`config.mk`:
```
export PLATFORM = sky130hd
export DESIGN_NAME = wb_initiator
export DESIGN_NICKNAME = d
export VERILOG_FILES = /design/src/rtl/wb_pkg.sv /design/src/rtl/wb_watchdog.sv /design/src/rtl/wb_initiator.sv
export SDC_FILE = /design/constraint.sdc
export NUM_CORES = 1
export LEC_CHECK = 0
export CORE_MARGIN = 5
export CORE_UTILIZATION = 35
export CTS_CLUSTER_DIAMETER = 150
export DETAILED_ROUTE_END_ITERATION = 7
export HOLD_SLACK_MARGIN = 0.02
export PLACE_DENSITY_LB_ADDON = 0.08
export RECOVER_POWER = 100
export SLEW_MARGIN = 0
export SYNTH_ARGS = -nofsm -noshare
export SYNTH_HDL_FRONTEND = slang
export SYNTH_SLANG_ARGS = --single-unit
```
`constraint.sdc`:
```
create_clock -name wb_clk_i -period 8.51 [get_ports wb_clk_i]
set_clock_uncertainty 0.2 [all_clocks]
set_input_delay 1.2765 -clock wb_clk_i [delete_from_list [all_inputs] [get_ports wb_clk_i]]
set_output_delay 1.2765 -clock wb_clk_i [all_outputs]
set_load 0.005 [all_outputs]
```
`src/rtl/wb_pkg.sv`:
```
// wb_pkg: shared definitions for the Wishbone single-transfer initiator.
//   - wb_state_e : initiator FSM encoding (IDLE / BUS / RESP)
//   - RSP_OK/RSP_ERR : values carried on rsp_err
//   - WB_AW_DEF/WB_DW_DEF/WB_TIMEOUT_DEF : default widths and watchdog limit
package wb_pkg;

    typedef enum logic [1:0] {
        ST_IDLE = 2'd0,
        ST_BUS  = 2'd1,
        ST_RESP = 2'd2
    } wb_state_e;

    localparam logic RSP_OK  = 1'b0;
    localparam logic RSP_ERR = 1'b1;

    localparam int unsigned WB_AW_DEF      = 32;
    localparam int unsigned WB_DW_DEF      = 32;
    localparam int unsigned WB_TIMEOUT_DEF = 255;

endpackage

```
`src/rtl/wb_watchdog.sv`:
```
// wb_watchdog: bus-cycle watchdog counter.
// Ports:
//   clk_i, rst_i : clock, asynchronous active-high reset
//   clr_i        : clear the count (held while the initiator is idle)
//   en_i         : count this cycle (initiator is in BUS)
//   expired_o    : this is the TIMEOUT-th enabled cycle since the last clear
// Expiry is combinational so the owner terminates on the same edge that ends
// the TIMEOUT-th cycle, giving a strobe exactly TIMEOUT cycles long.
module wb_watchdog
    import wb_pkg::*;
#(
    parameter int unsigned TIMEOUT = WB_TIMEOUT_DEF
) (
    input  logic clk_i,
    input  logic rst_i,
    input  logic clr_i,
    input  logic en_i,
    output logic expired_o
);

    localparam int unsigned CW = (TIMEOUT < 2) ? 1 : $clog2(TIMEOUT);

    logic [CW-1:0] cnt_q;

    always_ff @(posedge clk_i or posedge rst_i) begin
        if (rst_i) begin
            cnt_q <= '0;
        end else if (clr_i) begin
            cnt_q <= '0;
        end else if (en_i && !expired_o) begin
            cnt_q <= cnt_q + 1'b1;
        end
    end

    // cnt_q holds the number of BUS cycles already completed.
    assign expired_o = en_i && (cnt_q == CW'(TIMEOUT - 1));

endmodule

```
`src/rtl/wb_initiator.sv`:
```
// wb_initiator: Wishbone classic single-transfer bus master.
// Accepts one command on a valid/ready port, runs one read or write cycle,
// and returns read data / error status on a valid/ready response port.
// Optional feature macro: WB_INITIATOR_TIMEOUT_EN (bus watchdog; when
// undefined the BUS state waits indefinitely for ack/err).
// Ports:
//   wb_clk_i, wb_reset_i        : clock, asynchronous active-high reset
//   cmd_valid/cmd_ready         : command handshake (ready only in IDLE)
//   cmd_we/adr/dat/sel          : command fields, sampled at accept only
//   rsp_valid/rsp_ready         : response handshake
//   rsp_dat, rsp_err            : read data (0 for writes/errors), error flag
//   wb_adr_o..wb_stb_o          : registered Wishbone master outputs
//   wb_dat_i, wb_ack_i, wb_err_i: Wishbone responder inputs
module wb_initiator
    import wb_pkg::*;
#(
    parameter int unsigned AW      = WB_AW_DEF,
    parameter int unsigned DW      = WB_DW_DEF,
    parameter int unsigned TIMEOUT = WB_TIMEOUT_DEF
) (
    input  logic            wb_clk_i,
    input  logic            wb_reset_i,
    input  logic            cmd_valid,
    output logic            cmd_ready,
    input  logic            cmd_we,
    input  logic [AW-1:0]   cmd_adr,
    input  logic [DW-1:0]   cmd_dat,
    input  logic [DW/8-1:0] cmd_sel,
    output logic            rsp_valid,
    input  logic            rsp_ready,
    output logic [DW-1:0]   rsp_dat,
    output logic            rsp_err,
    output logic [AW-1:0]   wb_adr_o,
    output logic [DW-1:0]   wb_dat_o,
    output logic            wb_we_o,
    output logic [DW/8-1:0] wb_sel_o,
    output logic            wb_cyc_o,
    output logic            wb_stb_o,
    input  logic [DW-1:0]   wb_dat_i,
    input  logic            wb_ack_i,
    input  logic            wb_err_i
);

    wb_state_e       state_q;
    logic [AW-1:0]   adr_q;
    logic [DW-1:0]   dat_q;
    logic [DW/8-1:0] sel_q;
    logic            we_q;
    logic            cyc_q;
    logic            stb_q;
    logic            rsp_valid_q;
    logic [DW-1:0]   rsp_dat_q;
    logic            rsp_err_q;
    logic            timeout;

`ifdef WB_INITIATOR_TIMEOUT_EN
    // Count held at zero in IDLE so it starts fresh on every BUS entry.
    wb_watchdog #(
        .TIMEOUT (TIMEOUT)
    ) u_watchdog (
        .clk_i     (wb_clk_i),
        .rst_i     (wb_reset_i),
        .clr_i     (state_q == ST_IDLE),
        .en_i      (state_q == ST_BUS),
        .expired_o (timeout)
    );
`else
    logic unused_timeout_cfg;
    assign unused_timeout_cfg = (TIMEOUT == 0);
    assign timeout = 1'b0;
`endif

    assign cmd_ready = (state_q == ST_IDLE);

    always_ff @(posedge wb_clk_i or posedge wb_reset_i) begin
        if (wb_reset_i) begin
            state_q     <= ST_IDLE;
            adr_q       <= '0;
            dat_q       <= '0;
            sel_q       <= '0;
            we_q        <= 1'b0;
            cyc_q       <= 1'b0;
            stb_q       <= 1'b0;
            rsp_valid_q <= 1'b0;
            rsp_dat_q   <= '0;
            rsp_err_q   <= RSP_OK;
        end else begin
            case (state_q)
                ST_IDLE: begin
                    if (cmd_valid) begin
                        adr_q   <= cmd_adr;
                        dat_q   <= cmd_dat;
                        sel_q   <= cmd_sel;
                        we_q    <= cmd_we;
                        cyc_q   <= 1'b1;
                        stb_q   <= 1'b1;
                        state_q <= ST_BUS;
                    end
                end
                ST_BUS: begin
                    if (wb_ack_i || wb_err_i || timeout) begin
                        cyc_q       <= 1'b0;
                        stb_q       <= 1'b0;
                        we_q        <= 1'b0;
                        rsp_valid_q <= 1'b1;
                        state_q     <= ST_RESP;
                        // err (or watchdog) dominates a simultaneous ack
                        if (wb_err_i || timeout) begin
                            rsp_dat_q <= '0;
                            rsp_err_q <= RSP_ERR;
                        end else begin
                            rsp_dat_q <= we_q ? '0 : wb_dat_i;
                            rsp_err_q <= RSP_OK;
                        end
                    end
                end
                ST_RESP: begin
                    // Leaving through RESP keeps stb low for at least one
                    // cycle, so edge-detecting responders see a new strobe.
                    if (rsp_ready) begin
                        rsp_valid_q <= 1'b0;
                        state_q     <= ST_IDLE;
                    end
                end
                default: begin
                    state_q <= ST_IDLE;
                end
            endcase
        end
    end

    assign wb_adr_o  = adr_q;
    assign wb_dat_o  = dat_q;
    assign wb_sel_o  = sel_q;
    assign wb_we_o   = we_q;
    assign wb_cyc_o  = cyc_q;
    assign wb_stb_o  = stb_q;
    assign rsp_valid = rsp_valid_q;
    assign rsp_dat   = rsp_dat_q;
    assign rsp_err   = rsp_err_q;

endmodule

```
==> results_dict.tcl, run 1 <==
set metrics [dict create \
    synth-edff-count 0 \
    die_w_microns 121.2 \
    setup_viol 0 \
    dpl.hpwl_microns 8027 \
    yosysMostFrequentCell "dfrtp_1" \
    dieHeight_microns 121.2 \
    grt_pass1_vias 3256 \
    synth_area_sq_mm 0.004327 \
    yosys-top-cells-area "dfrtp_1 61%, mux2_2 13%, mux2i_1 7.6%, mux2_4 3.5%, inv_1 3.0%" \
    synthArstFlopShare 1.000 \
    finalSetupTns_ns 0 \
    syn_inst 307 \
    powerDensity_mw_per_mm2 333.5 \
    hold_viol 0 \
    postCtsSetupBuffers 0 \
    yosysWarnings 0 \
    vias 3018 \
    worst_slack_ns 3.282 \
    required_ns 8.54 \
    ys_seq_area_frac 0.6131 \
    rr_endpoint "wb_adr_o[0]" \
    cts_tree "built" \
    nets 624 \
    p_switching_w 0.0006314 \
    clockPowerShare 0.210 \
    rsz0062_at_grt "false" \
    drive_gt1_frac 0.1382 \
    total_power_w 0.002268 \
    clk_latency_ns 0.35 \
    clock_path_buffers 2 \
    start_util 0.3587 \
    worstHoldPathCells 1 \
    yosysUniqueCellTypes 20 \
    tightest_slew_ns 3.802 \
    comb_power_share 0.408 \
    area_growth_pct 57.17 \
    slew_viol_final 146 \
    cap_violations 3 \
    hold_end "wb_adr_o[16]" \
    critPathKind "in2reg" \
    power_frac_seq 0.381 \
    grt-ovfl-total 0 \
    leakage_nw 2.925 \
    coreArea_sq_mm 0.01206 \
    violations "max-capacitance violations, max-slew violations" \
    drtIter0Drc 94 \
    drc 0 \
    intPower_w 0.001636 \
    cts-root-buf "clkbuf_16" \
    port_buffers 212 \
    synth_seq_cells 106 \
    first_pass_iters 4 \
    cts_hold_buf 0 \
    crit_arrival_ns 5.26 \
    core.rowCount 40 \
    grt_max_degree 72 \
    fin_crit_sh 0.6143 \
    post_cts_resized 0 \
    synth_ff_type "dfrtp_1" \
    r2r_cells 3 \
    grt_util_all_layers 0.1529 \
    relSlewSlack -1.535 \
    hp-class "reg2reg" \
    cts_made_buffers 9 \
    gp_congestion 0.7394 \
    switching_share 0.2784 \
    path_max_fanout 71 \
    ios 213 \
    clock_sinks 106 \
    synthesis.nets 414 \
    wl_per_cell_microns 15.88 \
    via_per_inst 4.380 \
    yosys-top-cells-count "106 x dfrtp_1, 50 x mux2_2, 35 x inv_1, 35 x nand2_1, 33 x mux2i_1" \
    yosysTopAreaCellShare 0.6131 \
    path_clk_slew_ns 0.07 \
    ant_nets 0 \
    critPathCaptureType "flip-flop" \
    synth_largest_area_cell "dfrtp_1" \
    syn-mean-instance-area_sq_um 14.09 \
    fmax_mhz 191.3 \
    hold_start "wb_adr_o[16]" \
    dp_slack_ns 5.012 \
    htree_levels 3 \
    dieArea_sq_mm 0.01469 \
    max-vdd-ir-drop_v 0.0001567 \
    antenna_found_initial 0 \
    wl_microns 10940 \
    utilization 0.5638 \
    grt_pass1_wl_microns 17190 \
    startpoint_type "primary input" \
    diodes 0 \
    fin_crit_ns 5.228 \
    reg2reg_from "state_q[1]" \
    outcome "finished, violations left" \
    worst-r2r-setup-slack_ns 4.28 \
]
## power groups by stage
stage,sequential (W),combinational (W),clock [W]
5_1_grt,0.000898,0.00101,0.000513
6_report,0.000865,0.000926,0.000477
2_1_floorplan,0.000901,0.000428,0
3_3_place_gp,0.000881,0.00104,0
3_5_place_dp,0.000890,0.00105,0
4_1_cts,0.000885,0.00105,0.000493
## metal layers
layer / vias to the layer above / track usage / wire length (microns)
li1: 1426 / - / -
met1: 1442 / 0.1737 / 4324
met2: 131 / 0.2369 / 5059
met3: 19 / 0.09138 / 1320
met4: 0 / 0.05672 / 237
met5: - / 0 / 0
## metrics by stage
step | std cells | hold WS, ns | cell area (sq um)
floorplan | 307 | 0.2828 | 4327
global placement | 674 | 0.2672 | 6514
detailed placement | 674 | 0.2784 | 6514
CTS | 689 | 0.2936 | 6855
global route | 689 | 0.3000 | 6800
finish | 689 | 0.2795 | 6800
## state kept, by name, indices dropped and copies added, names as in the netlist
signal	cells
wb_dat_o	32
rsp_dat	32
rsp_valid	1
wb_stb_o	1
state_q	2
wb_we_o	1
wb_adr_o	32
wb_sel_o	4
rsp_err	1
## area by class of cell
| type | count | area (sq um) |
|---|---|---|
| well taps | 168 | 210.2 |
| repair buffers | 215 | 2141 |
| clock inverters | 5 | 102.6 |
| fillers | 1046 | 5261 |
| clock buffers | 10 | 239.0 |
| inverters | 35 | 132.6 |
| flip-flops and latches | 106 | 2653 |
| multi-input cells | 150 | 1323 |
## kinds of logic (layout without fill, tap and decap cells)
kind of cell           after synthesis  after routing  share of synthesized area
buffers and inverters               51            265                    0.07201
AND/OR/NAND/NOR                     43             43                    0.04367
flip-flops                         106            106                     0.6131
AO/OA/AOI/OAI                        6              6                   0.009254
multiplexers                       101            101                     0.2620
## worst max-delay path: stages
cell and delay [ns]:
dlygate4sd3_1 0.55, nor3b_1 0.19, clkbuf_1 2.70, mux2_2 0.51
## layout by cell type, fill, tap and decap left out
cell type	netlist	final
a22o_2	1	1
clkinvlp_4	0	1
or2b_2	1	1
mux2_2	50	50
mux2i_1	33	33
bufinv_16	0	3
nor3b_1	0	1
nor2_2	0	1
clkbuf_1	3	1
clkinv_2	0	1
buf_4	1	2
dlygate4sd3_1	0	109
clkdlybuf4s50_1	0	103
a21o_1	1	1
clkinvlp_2	0	1
dfrtp_1	106	106
clkbuf_8	0	1
inv_1	35	34
nor2b_4	1	1
mux2_1	8	18
nor2_1	4	3
clkbuf_16	0	9
and2b_1	1	1
nand2_1	35	35
o21ai_0	3	3
o31ai_1	1	1
## worst max path at each step
stage               startpoint          end  slack, ns  cells past startpoint
floorplan           wb_reset_i   rsp_dat[0]       4.24                      1
global placement     cmd_valid  wb_adr_o[6]       5.02                      4
detailed placement   cmd_valid  wb_adr_o[0]       5.01                      4
CTS                  cmd_valid  wb_adr_o[8]       5.39                      4
global route         cmd_valid  wb_adr_o[3]       2.83                      4
finish               cmd_valid  wb_adr_o[0]       3.28                      4
Power figures use the tool's default switching activity.
==> run 2, diff against run 1 <==
Clock period 8.51 ns to 5.2 ns, I/O delays scaled along.
==> results_dict.tcl, run 2 (synthesis gave the netlist of run 1 again) <==
set metrics [dict create \
    total_power_w 0.003615 \
    first_pass_iters 4 \
    outcome "finished, violations left" \
    relSlewSlack -0.2122 \
    path_max_fanout 71 \
    critPathKind "in2reg" \
    drc 0 \
    grt-ovfl-total 0 \
    vias 2986 \
    drtIter0Drc 91 \
    port_buffers 212 \
    slew_viol_final 106 \
    wl_microns 11010 \
    ant_nets 0 \
    drive_gt1_frac 0.1382 \
    grt_max_degree 74 \
    clk_latency_ns 0.34 \
    seqCellArea_sq_mm 0.002653 \
    path_clk_slew_ns 0.07 \
    grt_pass1_vias 3232 \
    tightest_slew_ns 1.818 \
    diodes 0 \
    start_util 0.3587 \
    setup_viol 0 \
    dieHeight_microns 121.2 \
    fin_crit_sh 0.6425 \
    crit_slowest_cell "clkbuf_2" \
    antenna_found_initial 0 \
    via_per_inst 4.334 \
    fillerInstances 1049 \
    cts-root-buf "clkbuf_16" \
    cts_made_buffers 9 \
    powerDensity_mw_per_mm2 534.2 \
    leakage_nw 2.920 \
    critPathCaptureType "flip-flop" \
    grt_pass1_wl_microns 17170 \
    hold_viol 0 \
    multi_input_area_sq_mm 0.001323 \
    cts_tree "built" \
    startpoint_type "primary input" \
    required_ns 5.22 \
    htree_levels 3 \
    cap_violations 2 \
    fin_crit_ns 3.341 \
    fmax_mhz 299.3 \
    gp_congestion 0.7349 \
    max-vdd-ir-drop_v 0.0002043 \
    nets 624 \
    utilization 0.5610 \
    layout_commonest_cell "dlygate4sd3_1" \
    hp-class "reg2reg" \
    core.rowCount 40 \
    final_cell_mix "109 x dlygate4sd3_1, 106 x dfrtp_1, 103 x clkdlybuf4s50_1" \
    die_w_microns 121.2 \
    clock_path_buffers 2 \
    area_growth_pct 56.39 \
    slowest_delay_ns 1.33 \
    postCtsSetupBuffers 0 \
    rsz0062_at_grt "false" \
    grt_util_all_layers 0.1516 \
    cts_hold_buf 0 \
    dieArea_sq_mm 0.01469 \
    violations "max-capacitance violations, max-slew violations" \
    crit_arrival_ns 3.36 \
    finalSetupTns_ns 0 \
    wl_per_cell_microns 15.97 \
    dpl.hpwl_microns 8062 \
    crit_chain "dlygate4sd3_1, nor3b_1, clkbuf_2, mux2_2" \
    coreArea_sq_mm 0.01206 \
    ios 213 \
    post_cts_resized 0 \
    clock_sinks 106 \
]
run 2: cell types whose count changed in the layout (fill, tap and decap cells not counted):
cell        previous run  this run
inv_4                  0         1
clkbuf_8               1         3
bufinv_16              3         1
clkinvlp_2             1         0
clkbuf_2               0         1
clkinvlp_4             1         0
run 2: layout make-up:
cell class | count | area share
multi-input combinational | 150 | 0.1955
sequential | 106 | 0.3920
clock buffer | 13 | 0.03994
tap | 168 | 0.03107
timing repair buffer | 215 | 0.3166
clock inverter | 2 | 0.005178
inverter | 35 | 0.01979
run 2: routing by layer:
metal	share of wire	vias to the layer above	wire [microns]	track usage
li1	-	1426	-	-
met1	0.41	1422	4467	0.1812
met2	0.46	125	5095	0.2352
met3	0.11	13	1241	0.07366
met4	0.018	0	202	0.06022
met5	0	-	0	0
run 2: metrics by stage:
stage	area, sq um	setup slack [ns]	hold slack, ns	instances
finish	6766	1.859	0.2821	689
global route	6766	1.711	0.3061	689
CTS	6819	2.541	0.2931	689
detailed placement	6514	2.176	0.2784	674
global placement	6514	2.203	0.2675	674
floorplan	4327	1.431	0.2828	307
run 2: worst paths after layout:
check                            startpoint          end  slack, ns  cells past startpoint
worst max-delay path              cmd_valid  wb_dat_o[0]       1.86                      4
worst min-delay path            wb_sel_o[1]  wb_sel_o[1]       0.28                      1
worst max register to register   state_q[0]  wb_dat_o[0]       2.39                      3
worst min register to register  wb_sel_o[1]  wb_sel_o[1]       0.28                      1
max in group asynchronous        wb_reset_i   rsp_dat[5]       2.89                      3
min in group asynchronous        wb_reset_i  wb_adr_o[9]       0.90                      2
run 2: where the power goes:
group          internal (W)  switching, W  leakage, nW
Clock              0.000410      0.000285        0.152
Combinational      0.000958      0.000546         1.48
Sequential          0.00123      0.000192         1.29
run 2: critical path: cells and delay by family:
kind / cells / cell delay [ns]
buffers and inverters: 2 / 1.88
muxes: 1 / 0.44
and+or+nand+nor: 1 / 0.20
==> run 3, diff against run 2 <==
Clock period 5.2 ns to 3.1 ns, I/O delays scaled along.
==> results_dict.tcl, run 3 (synthesis gave the netlist of run 1 again) <==
set metrics [dict create \
    grt-ovfl-total 0 \
    die_w_microns 121.2 \
    grt_pass1_wl_microns 17290 \
    path_max_fanout 46 \
    required_ns 3.12 \
    fmax_mhz 402.3 \
    slew_viol_final 35 \
    hold_viol 0 \
    first_pass_iters 4 \
    ant_nets 0 \
    ios 213 \
    worst-r2r-setup-slack_ns 0.74 \
    postCtsSetupBuffers 0 \
    diodes 0 \
    post_cts_resized 0 \
    wl_per_cell_microns 15.77 \
    vias 3038 \
    clockPowerShare 0.176 \
    critPathCaptureType "flip-flop" \
    drive_gt1_frac 0.1467 \
    total_power_w 0.005955 \
    setup_viol 0 \
    comb_power_share 0.425 \
    core.rowCount 40 \
    tightest_slew_ns 1.734 \
    via_per_inst 4.384 \
    grt_max_degree 47 \
    powerDensity_mw_per_mm2 874.9 \
    coreArea_sq_mm 0.01206 \
    area_growth_pct 57.32 \
    crit_slowest_cell "clkbuf_2" \
    dpl.hpwl_microns 8317 \
    start_util 0.3587 \
    drc 0 \
    startpoint_type "primary input" \
    utilization 0.5643 \
    outcome "finished, violations left" \
    clk_latency_ns 0.33 \
    intPower_w 0.004243 \
    antenna_found_initial 0 \
    power_frac_seq 0.400 \
    drtIter0Drc 101 \
    crit_chain "clkdlybuf4s50_1, nor3b_4, clkbuf_2, mux2_2" \
    finalSetupTns_ns 0 \
    p_switching_w 0.001712 \
    dp_slack_ns 0.7644 \
    port_buffers 212 \
    cts_hold_buf 0 \
    path_clk_slew_ns 0.06 \
    switching_share 0.2875 \
    crit_arrival_ns 2.50 \
    critPathKind "in2reg" \
    clock_sinks 106 \
    cap_violations 1 \
    final_cell_mix "108 x dlygate4sd3_1, 106 x dfrtp_1, 104 x clkdlybuf4s50_1" \
    layout_commonest_cell "dlygate4sd3_1" \
    dieHeight_microns 121.2 \
    wl_microns 10930 \
    cts_tree "built" \
    fin_crit_sh 0.8019 \
    nets 628 \
    cts_made_buffers 9 \
    dieArea_sq_mm 0.01469 \
    hp-class "reg2reg" \
    slowest_delay_ns 0.91 \
    cts-root-buf "clkbuf_16" \
    violations "max-capacitance violations, max-slew violations" \
    leakage_nw 2.938 \
    grt_util_all_layers 0.1512 \
    rsz0062_at_grt "false" \
    htree_levels 3 \
    relSlewSlack -0.1627 \
    gp_congestion 0.7580 \
    worst_slack_ns 0.6141 \
    max-vdd-ir-drop_v 0.0004026 \
    clock_path_buffers 2 \
    grt_pass1_vias 3380 \
    fin_crit_ns 2.486 \
]
-- run 3: worst paths after layout --
| kind | end | start | cells after the start |
|---|---|---|---|
| max reg2reg | wb_dat_o[26] | state_q[0] | 3 |
| min reg2reg | wb_adr_o[28] | wb_adr_o[28] | 1 |
| min in group asynchronous | rsp_dat[18] | wb_reset_i | 2 |
| min | wb_adr_o[28] | wb_adr_o[28] | 1 |
| max in group asynchronous | wb_adr_o[3] | wb_reset_i | 3 |
| max | wb_dat_o[26] | cmd_valid | 4 |
-- run 3: critical path, delay by kind of cell --
family | cells | cell delay, ns
buffers and inverters | 2 | 1.39
multiplexers | 1 | 0.42
AND/OR/NAND/NOR | 1 | 0.18
-- run 3: power groups by stage --
stage / registers, W / logic (W) / clock network (W)
2_1_floorplan: 0.00247 / 0.00118 / 0
3_3_place_gp: 0.00242 / 0.00288 / 0
3_5_place_dp: 0.00244 / 0.00291 / 0
4_1_cts: 0.00243 / 0.00293 / 0.00110
5_1_grt: 0.00248 / 0.00276 / 0.00115
6_report: 0.00238 / 0.00253 / 0.00105
-- run 3: layout make-up --
cell class | instances | area (sq um)
flip-flops and latches | 106 | 2653
well taps | 168 | 210.2
inverters | 35 | 132.6
multi-input cells | 150 | 1330
clock buffers | 12 | 256.5
fillers | 1041 | 5255
repair buffers | 219 | 2210
clock inverters | 3 | 15.01
-- run 3: per-layer routing --
metal	vias to the layer above	wire, microns	global-route usage
met5	-	0	0
met4	0	243	0.06513
met3	14	1251	0.06853
met2	136	5119	0.2386
met1	1464	4313	0.1780
li1	1424	-	-
-- run 3: per-stage QoR --
stage          hold WS, ns  area [sq um]  std cells
2_1_floorplan       0.2828          4330        307
3_3_place_gp        0.2693          6595        678
3_5_place_dp        0.2820          6595        678
4_1_cts             0.2972          6867        693
5_1_grt             0.3076          6807        693
6_report            0.2849          6807        693
